File: config.mk
export PLATFORM = sky130hd
export DESIGN_NAME = unpool_stride
export DESIGN_NICKNAME = d
export VERILOG_FILES = /design/src/rtl/unpool_stride.sv
export SDC_FILE = /design/constraint.sdc
export NUM_CORES = 1
export LEC_CHECK = 0
export CORE_ASPECT_RATIO = 0.5
export CORE_MARGIN = 4
export CORE_UTILIZATION = 65
export DETAILED_ROUTE_END_ITERATION = 10
export GPL_ROUTABILITY_DRIVEN = 0
export PLACE_DENSITY = 0.81
export SLEW_MARGIN = 0
export SYNTH_ARGS = -nofsm -noshare
export SYNTH_HDL_FRONTEND = slang
export SYNTH_SLANG_ARGS = --single-unit
File: constraint.sdc
create_clock -name clk -period 8.3 [get_ports clk]
set_input_delay 2.075 -clock clk [delete_from_list [all_inputs] [get_ports clk]]
set_output_delay 2.075 -clock clk [all_outputs]
set_load 0.02 [all_outputs]
File: src/rtl/unpool_stride.sv
// Stride unpooler: expands a decimated raster to WIDTH x WIDTH (replicate or zero-insert), 1-cycle latency.
// Single output register; stalls hold outputs, freeze counters and drop in_ready until drained.
module unpool_stride #(
    parameter int STRIDE = 2,
    parameter int WIDTH  = 32,
    parameter int DATA_W = 8,
    parameter int MODE   = 0
) (
    input  logic              clk,
    input  logic              reset,
    input  logic              in_valid,
    output logic              in_ready,
    input  logic [DATA_W-1:0] in_data,
    output logic              out_valid,
    input  logic              out_ready,
    output logic [DATA_W-1:0] out_data,
    output logic              out_eol,
    output logic              out_eof,
    output logic              frame_done
);

    localparam int         NCOL  = WIDTH / STRIDE;
    localparam int         IDX_W = (NCOL > 1) ? $clog2(NCOL) : 1;
    localparam logic [9:0] LAST  = 10'(WIDTH - 1);
    localparam logic [9:0] STR   = 10'(STRIDE);

    logic [9:0]        c_q, c_d, r_q, r_d;
    logic              out_valid_q, out_valid_d;
    logic [DATA_W-1:0] out_data_q, out_data_d;
    logic              out_eol_q, out_eol_d;
    logic              out_eof_q, out_eof_d;
    logic              frame_done_q, frame_done_d;
    logic [DATA_W-1:0] hold_q, hold_d;
    logic [DATA_W-1:0] linebuf_q [NCOL];
    logic [DATA_W-1:0] linebuf_d [NCOL];

    logic             row_in, col_in, need_in, slot_free, gen;
    logic [IDX_W-1:0] lb_idx;

    always_comb begin
        row_in    = (r_q % STR) == 10'd0;
        col_in    = (c_q % STR) == 10'd0;
        need_in   = row_in && col_in;
        slot_free = !out_valid_q || out_ready;
        in_ready  = need_in && slot_free && !reset;
        gen       = slot_free && (!need_in || in_valid);
        lb_idx    = IDX_W'(c_q / STR);
    end

    always_comb begin
        c_d          = c_q;
        r_d          = r_q;
        out_valid_d  = out_valid_q && !out_ready;
        out_data_d   = out_data_q;
        out_eol_d    = out_eol_q;
        out_eof_d    = out_eof_q;
        frame_done_d = out_valid_q && out_ready && out_eof_q;
        hold_d       = hold_q;
        linebuf_d    = linebuf_q;
        if (gen) begin
            out_valid_d = 1'b1;
            out_eol_d   = (c_q == LAST);
            out_eof_d   = (c_q == LAST) && (r_q == LAST);
            if (need_in) begin
                // every sampled position lies on a band's first row, so it also refreshes the line buffer
                out_data_d        = in_data;
                hold_d            = in_data;
                linebuf_d[lb_idx] = in_data;
            end else if (MODE != 0) begin
                out_data_d = '0;
            end else if (row_in) begin
                out_data_d = hold_q;
            end else begin
                out_data_d = linebuf_q[lb_idx];
            end
            if (c_q == LAST) begin
                c_d = 10'd0;
                r_d = (r_q == LAST) ? 10'd0 : r_q + 10'd1;
            end else begin
                c_d = c_q + 10'd1;
            end
        end
    end

    always_ff @(posedge clk) begin
        if (reset) begin
            c_q          <= 10'd0;
            r_q          <= 10'd0;
            out_valid_q  <= 1'b0;
            out_data_q   <= '0;
            out_eol_q    <= 1'b0;
            out_eof_q    <= 1'b0;
            frame_done_q <= 1'b0;
        end else begin
            c_q          <= c_d;
            r_q          <= r_d;
            out_valid_q  <= out_valid_d;
            out_data_q   <= out_data_d;
            out_eol_q    <= out_eol_d;
            out_eof_q    <= out_eof_d;
            frame_done_q <= frame_done_d;
        end
    end

    // sample storage is never read before being rewritten, so it needs no reset
    always_ff @(posedge clk) begin
        hold_q    <= hold_d;
        linebuf_q <= linebuf_d;
    end

    assign out_valid  = out_valid_q;
    assign out_data   = out_data_q;
    assign out_eol    = out_eol_q;
    assign out_eof    = out_eof_q;
    assign frame_done = frame_done_q;

endmodule

==> flow_summary.json, run 1 <==
{
  "run_status": "finished clean",
  "clock_skew_ps": 9.24,
  "area_growth_pct": 13.7,
  "r2r_end": "linebuf_q[121]",
  "max_slew_margin": 0.237,
  "postCtsResizedCells": 0,
  "drc_errors": 0,
  "place_area_sq_um": 7160,
  "ys_ff_latch": 168,
  "setup_violations": 0,
  "rows": 26,
  "synth_cell_types": 45,
  "end_kind": "output pin",
  "diodes": 0,
  "cts_num_sinks": 168,
  "swShare": 0.227,
  "first_pass_iters": 5,
  "power_frac_seq": 0.509,
  "start_kind": "input port",
  "power-per-cell-area_nw_per_um2": 236,
  "clockBufferDepth": 2,
  "avgSynthCellArea_sq_um": 14.9,
  "critical_path.cell_chain": "clkdlybuf4s50_1 > nand2b_1 > and3_1 > clkdlybuf4s50_1",
  "syn-num-nets": 474,
  "synth_top_family_by_area": "multiplexers",
  "combPwrFrac": 0.050,
  "power_frac_clock": 0.441,
  "numCtsBuffers": 17,
  "dieArea_sq_um": 12300,
  "ys.flop_type": "edfxtp_1",
  "cts_root_buffer": "clkbuf_16",
  "synth.cell_area_sq_um": 6830,
  "reg2reg_slack_ps": 5120,
  "fmax_mhz": 170,
  "fin_hold_ws_ps": 470,
  "p_switching_mw": 0.415,
  "critical_path_class": "input port to output pin",
  "tritoncts": "done",
  "critPathMaxFanout": 14,
  "synth_compound_area_frac": 0.0720,
  "synthAdderAreaFrac": 0.00366,
  "intPower_mw": 1.42,
  "min_period_ps": 5880,
  "ant_nets": 0,
  "n_fill_cell": 615,
  "worstReg2RegStart": "c_q[0]",
  "arrival_ps": 3800,
  "htree_levels": 4,
  "io_buffers": 24,
  "synth_edf_count": 136,
  "async_flop_share": 0,
  "fin_nets": 492,
  "finalCritPeriodShare": 0.708,
  "ys_warn_count": 0,
  "antenna_found_initial": 0,
  "max_cap_violations": 0,
  "vias_per_cell": 6.45,
  "design_area_sq_um": 7770,
  "p_leak_nw": 2.40,
  "synth_xor_xnor_area_share": 0.0103,
  "hold_class": "register to register",
  "synth_cells": 460,
  "peakVddDrop_v": 0.000172,
  "initial_core_util": 0.669,
  "worstPathRequired_ps": 6230,
  "p_total_mw": 1.83,
  "grt-ovfl-total": 0,
  "fp.dieH_um": 80.5,
  "r2r_cells": 4,
  "worstMarginPinSlew_ps": 1140,
  "path_clk_slew_ps": 70,
  "drive_gt1_frac": 0.120,
  "dp_hpwl_um": 8750,
  "num_vias": 4070,
  "holdPathStages": 2,
  "postCtsSetupRepairBufs": 0,
  "clk_latency_ps": 430,
  "hold_buffers": 0,
  "timing_hold_violations_final": 0,
  "first_global_vias": 3913,
  "critical_path.max_stage_delay_ps": 590,
  "slowest_stage": "clkdlybuf4s50_1",
  "wire_per_inst_um": 22.3,
  "wirelength_um": 14100,
  "yosysSeqAreaShare": 0.691,
  "rsz0062_at_grt": "no",
  "grt_pass1_wl_um": 22000,
  "die_w_um": 153,
  "synth_simple_gate_area_share": 0.0912,
  "hold_start": "out_data[2]",
  "hold_end": "out_data[2]",
  "drt_iter0_drc": 387,
  "tns_ps": 0,
  "cp_common_cell": "clkdlybuf4s50_1",
  "drv_slew": 0,
  "synthMuxAreaShare": 0.113,
  "ios": 25,
  "post-route-util": 0.761,
  "grt_max_degree": 63,
  "gr-usage-all-layers": 0.242,
  "coreArea_sq_um": 10200
}
==> through the flow <==
stage,setup WS (ps),std cells
2_1_floorplan,3430,460
3_3_place_gp,2480,599
3_5_place_dp,2450,599
4_1_cts,2450,631
5_1_grt,2350,631
6_report,2420,631
==> layer usage <==
metal	track usage	wire length (um)	up-vias
li1	-	-	1836
met5	0	0	-
met1	0.338	6070	2036
met4	0.0782	182	0
met2	0.386	6810	180
met3	0.0554	1010	18
==> cell type report <==
cell class,count,area [sq um],area share
clock inverter,15,189,0.0243
multi-input combinational,261,1980,0.255
clock buffer,17,425,0.0548
inverter,3,11.3,0.00145
sequential,168,4730,0.608
tap,140,175,0.0225
timing repair buffer,27,263,0.0338
==> worst max-delay path by stage <==
stage                     to       from  cells past startpoint  slack (ps)
floorplan           in_ready  out_ready                      3        3430
global route        in_ready  out_ready                      4        2350
detailed placement  in_ready  out_ready                      4        2450
global placement    in_ready  out_ready                      4        2480
finish              in_ready  out_ready                      4        2420
CTS                 in_ready  out_ready                      4        2450
==> worst max-delay path: cells and delay by family <==
| kind | cells | cell delay (ps) |
|---|---|---|
| buffers and inverters | 2 | 1080 |
| AND/OR/NAND/NOR | 2 | 650 |
==> power groups by stage <==
| stage | Combinational [mW] | Sequential, mW | Clock (mW) |
|---|---|---|---|
| after global placement | 0.0872 | 0.949 | 0 |
| after global routing | 0.0967 | 0.932 | 0.849 |
| final | 0.0909 | 0.932 | 0.807 |
| after floorplan | 0.0487 | 0.950 | 0 |
| after detailed placement | 0.0891 | 0.949 | 0 |
| after CTS | 0.0901 | 0.931 | 0.811 |
==> logic make-up after synthesis <==
| kind of cell | count (synthesis) |
|---|---|
| mux | 61 |
| fa+ha+maj | 2 |
| simple gates | 117 |
| flops | 168 |
| xor+xnor | 8 |
| buf+inv | 31 |
| compound gates | 73 |
==> cell usage in the layout, fill, tap and decap left out, types with 3 or more instances in the layout <==
master / n
xnor2_1: 3
clkdlybuf4s50_1: 24
o21ai_0: 10
a22o_1: 7
mux2_2: 8
inv_1: 3
or4_1: 7
nor2_1: 33
mux2i_1: 41
nand4_1: 10
nand3_1: 8
a22oi_1: 14
nand2_1: 16
and2_1: 5
o41ai_1: 7
nor2b_1: 6
clkinv_4: 3
xor2_1: 5
nor3_1: 8
edfxtp_1: 136
dfxtp_1: 31
buf_4: 3
o31ai_1: 7
nand3b_1: 3
inv_6: 4
and3_1: 3
nand2b_1: 4
a21oi_1: 21
mux4_2: 12
or3_1: 4
and4_1: 3
clkbuf_16: 17
==> state kept, by name, indices dropped and copies added (netlist names) <==
register    cells
hold_q          8
c_q            10
out_eol         1
linebuf_q     128
out_data        8
out_eof         1
frame_done      1
r_q            10
out_valid       1
==> synthesized netlist by cell type, types with 7 or more instances <==
cell,instances,area share
o41ai_1,7,0.0090
or4_1,7,0.0077
mux2i_1,41,0.060
nand3_1,8,0.0059
nor2_1,33,0.018
edfxtp_1,136,0.60
nand4_1,10,0.0092
o31ai_1,7,0.0077
a22oi_1,14,0.015
dfxtp_1,32,0.094
mux2_2,8,0.013
nor3_1,8,0.0059
nand2_1,16,0.0088
o21ai_0,10,0.0073
mux4_2,12,0.040
clkbuf_1,17,0.0093
a22o_1,7,0.0090
a21oi_1,21,0.015
Power figures use the tool's default switching activity.
==> inputs of run 2 (changes only) <==
- CORE_UTILIZATION: 65 -> 54
- PLACE_DENSITY: 0.81 -> 0.72
- clock period: 8.3 -> 5 ns (I/O delays scaled with it)
==> flow_summary.json, run 2 (synthesized netlist as in run 1, its figures left out) <==
{
  "fin_nets": 500,
  "dieArea_sq_um": 14600,
  "first_global_vias": 3967,
  "setup_ws_ps": 941,
  "tritoncts": "done",
  "ant_nets": 0,
  "wirelength_um": 14400,
  "worstReg2RegStart": "c_q[0]",
  "place_area_sq_um": 7250,
  "tns_ps": 0,
  "clock_skew_ps": 8.22,
  "setup_violations": 0,
  "top_regs": "linebuf_q: 128 flops, c_q: 10 flops, r_q: 10 flops",
  "design_area_sq_um": 7860,
  "grt_max_degree": 41,
  "drv_slew": 0,
  "min_period_ps": 4060,
  "ios": 25,
  "critical_path_class": "input port to output pin",
  "dp_hpwl_um": 9080,
  "antenna_found_initial": 0,
  "diodes": 0,
  "gr-usage-all-layers": 0.207,
  "htree_levels": 4,
  "wire_per_inst_um": 21.7,
  "hold_buffers": 0,
  "largest_reg_flops": 128,
  "rsz0062_at_grt": "no",
  "grt_pass1_wl_um": 22500,
  "worstPathRequired_ps": 3750,
  "preCtsSetupSlack_ps": 915,
  "critPathMaxFanout": 14,
  "clockBufferDepth": 2,
  "final_common_cell": "edfxtp_1",
  "fmax_mhz": 246,
  "cts_root_buffer": "clkbuf_16",
  "run_status": "finished clean",
  "num_vias": 4061,
  "postCtsSetupRepairBufs": 0,
  "fp.dieH_um": 87.6,
  "finalCritPeriodShare": 0.812,
  "seqCellArea_sq_um": 4730,
  "die_w_um": 167,
  "io_buffers": 24,
  "startpoint": "out_ready",
  "drive_gt1_frac": 0.132,
  "p_leak_nw": 2.44,
  "r2r_cells": 4,
  "cts_num_sinks": 168,
  "initial_core_util": 0.565,
  "max_slew_margin": 0.444,
  "r2r_end": "linebuf_q[89]",
  "mostFrequentLayoutCells": "edfxtp_1, mux2i_1, nor2_1, dfxtp_1, clkdlybuf4s50_1",
  "top_register": "linebuf_q",
  "peakVddDrop_v": 0.000195,
  "hold_class": "register to register",
  "path_clk_slew_ps": 70,
  "start_kind": "input port",
  "max_cap_violations": 0,
  "grt-ovfl-total": 0,
  "n_fill_cell": 864,
  "end_kind": "output pin",
  "cp-endpoint": "in_ready",
  "area_growth_pct": 15.0,
  "timing_hold_violations_final": 0,
  "first_pass_iters": 5,
  "postCtsResizedCells": 0,
  "worstMarginPinSlew_ps": 833,
  "coreArea_sq_um": 12100,
  "power-per-cell-area_nw_per_um2": 390,
  "rows": 28,
  "numCtsBuffers": 17,
  "clk_latency_ps": 420,
  "drc_errors": 0,
  "arrival_ps": 2810,
  "drt_iter0_drc": 426,
  "multi_input_area_sq_um": 1980,
  "reg2reg_slack_ps": 2170,
  "vias_per_cell": 6.12
}
==> run 2: report_power, final <==
part | internal, mW | leakage [nW] | total (mW) | switching [mW]
Clock | 0.797 | 0.291 | 1.36 | 0.567
Combinational | 0.0620 | 0.653 | 0.158 | 0.0957
Sequential | 1.53 | 1.49 | 1.54 | 0.0126
Total | 2.39 | 2.43 | 3.07 | 0.675
==> run 2: area by class of cell <==
class | count | share of cell area
repair buffers | 35 | 0.0411
inverters | 3 | 0.00143
flip-flops and latches | 168 | 0.601
clock inverters | 15 | 0.0240
multi-input cells | 261 | 0.252
clock buffers | 17 | 0.0541
well taps | 165 | 0.0263
==> run 2: stage by stage <==
stage                     utilization  power (mW)  hold WS (ps)  cells
final                           0.650        3.07           462    664
after global routing            0.650        3.15           478    664
after CTS                       0.650        3.08           458    664
after detailed placement        0.600        1.73           444    632
after global placement          0.600        1.73           437    632
after floorplan                     -        1.66           452    460
==> run 2: worst min-delay path by stage <==
stage	slack (ps)	start	depth (start not counted)	to
floorplan	450	r_q[9]	2	r_q[9]
global placement	440	out_data[2]	2	out_data[2]
detailed placement	440	out_data[5]	2	out_data[5]
CTS	460	out_data[5]	2	out_data[5]
global route	480	out_data[5]	2	out_data[5]
finish	460	out_data[2]	2	out_data[2]
==> run 2: worst max-delay path, cell delays in order <==
cell	delay, ps
clkdlybuf4s50_1	490
nand2b_1	110
buf_4	180
and3_1	170
clkdlybuf4s50_1	590
==> run 2: per-layer routing <==
layer,track usage,wire [um],share of wire
met1,0.295,6610,0.46
met2,0.306,6380,0.44
met3,0.0573,1150,0.080
met4,0.0854,249,0.017
met5,0,0,0
==> inputs of run 3 (changes only) <==
- CORE_UTILIZATION: 54 -> 60
- PLACE_DENSITY: 0.72 -> 0.76
- clock period: 5 -> 3.8 ns (I/O delays scaled with it)
==> flow_summary.json, run 3 (synthesized netlist as in run 1, its figures left out) <==
{
  "run_status": "finished clean",
  "numPlacedInstances": 638,
  "clk_latency_ps": 420,
  "drc_errors": 0,
  "diodes": 0,
  "hold_buffers": 0,
  "p_leak_nw": 2.56,
  "coreArea_sq_um": 11000,
  "ios": 25,
  "fin_hold_ws_ps": 465,
  "tns_ps": 0,
  "first_pass_iters": 5,
  "place_area_sq_um": 7420,
  "post-route-util": 0.723,
  "timing_hold_violations_final": 0,
  "critPathMaxFanout": 3,
  "tritoncts": "done",
  "critical_path_class": "input port to output pin",
  "mostFrequentLayoutCells": "edfxtp_1, mux2i_1, buf_4, nor2_1, dfxtp_1",
  "worstMarginPinSlew_ps": 983,
  "gr-usage-all-layers": 0.231,
  "top_register": "linebuf_q",
  "fin_nets": 526,
  "antenna_found_initial": 1,
  "drt_iter0_drc": 540,
  "postCtsSetupRepairBufs": 0,
  "clockBufferDepth": 2,
  "rsz0062_at_grt": "no",
  "final_common_cell": "edfxtp_1",
  "path_clk_slew_ps": 60,
  "worstPathRequired_ps": 2850,
  "min_period_ps": 3330,
  "fin_cells": 670,
  "drv_slew": 0,
  "wirelength_um": 14700,
  "vias_per_cell": 6.28,
  "htree_levels": 4,
  "hold_class": "register to register",
  "dp_hpwl_um": 9340,
  "die_w_um": 159,
  "numCtsBuffers": 17,
  "grt_max_degree": 28,
  "peakVddDrop_v": 0.000206,
  "fmax_mhz": 300,
  "ant_nets": 0,
  "dieArea_sq_um": 13300,
  "power-per-cell-area_nw_per_um2": 489,
  "grt-ovfl-total": 0,
  "largest_reg_flops": 128,
  "initial_core_util": 0.619,
  "grt_pass1_wl_um": 23200,
  "design_area_sq_um": 7990,
  "postCtsResizedCells": 0,
  "start_kind": "input port",
  "io_buffers": 24,
  "end_kind": "output pin",
  "clock_skew_ps": 6.63,
  "finalCritPeriodShare": 0.877,
  "setup_violations": 0,
  "cts_num_sinks": 168,
  "max_cap_violations": 0,
  "fp.dieH_um": 83.5,
  "first_global_vias": 4180,
  "wire_per_inst_um": 21.9,
  "max_slew_margin": 0.343,
  "top_regs": "linebuf_q: 128 flops, c_q: 10 flops, r_q: 10 flops",
  "cts_root_buffer": "clkbuf_16",
  "num_vias": 4208,
  "arrival_ps": 2380,
  "drive_gt1_frac": 0.173,
  "area_growth_pct": 16.9,
  "rows": 27
}
==> run 3: changes by cell type in the layout (fill, tap and decap cells not counted), sizes merged <==
cell / change
clkinvlp: -1
buf: +26
clkinv: +3
bufinv: -2
==> run 3: worst paths after layout <==
| check | startpoint | to | slack (ps) | depth (start not counted) |
|---|---|---|---|---|
| setup / recovery | out_ready | in_ready | 470 | 4 |
| hold / removal | out_data[4] | out_data[4] | 460 | 2 |
| setup reg to reg | c_q[0] | r_q[9] | 1250 | 4 |
| hold reg to reg | out_data[4] | out_data[4] | 460 | 2 |
==> run 3: metrics by stage <==
step	power [mW]	worst slack [ps]
CTS	3.92	474
floorplan	2.18	684
global placement	2.28	476
finish	3.91	469
detailed placement	2.28	492
global route	4.03	407
==> run 3: report_power, final <==
| part | internal (mW) | leakage [nW] | switching, mW | total, mW |
|---|---|---|---|---|
| Combinational | 0.0893 | 0.791 | 0.123 | 0.212 |
| Clock | 0.918 | 0.275 | 0.739 | 1.66 |
| Sequential | 2.02 | 1.49 | 0.0224 | 2.04 |
==> run 3: critical path, cell delays in order <==
cell and delay [ps]:
clkdlybuf4s50_1 500, nand2b_1 130, and3_1 190, clkdlybuf4s50_1 610
==> run 3: routing by layer <==
metal | GRT usage | vias to the layer above | wire, um | share of wire
met4 | 0.0638 | 2 | 238 | 0.016
met1 | 0.325 | 2098 | 6500 | 0.44
met3 | 0.0592 | 28 | 1070 | 0.073
met5 | 0 | - | 8 | 0.00054
li1 | - | 1905 | - | -
met2 | 0.364 | 175 | 6870 | 0.47
==> run 3: area by class of cell <==
| type | instances | area (sq um) |
|---|---|---|
| clock buffer | 17 | 425 |
| clock inverter | 15 | 144 |
| fill | 713 | 3060 |
| inverter | 3 | 11.3 |
| multi-input combinational | 261 | 1980 |
| sequential | 168 | 4730 |
| tap | 145 | 181 |
| timing repair buffer | 61 | 518 |
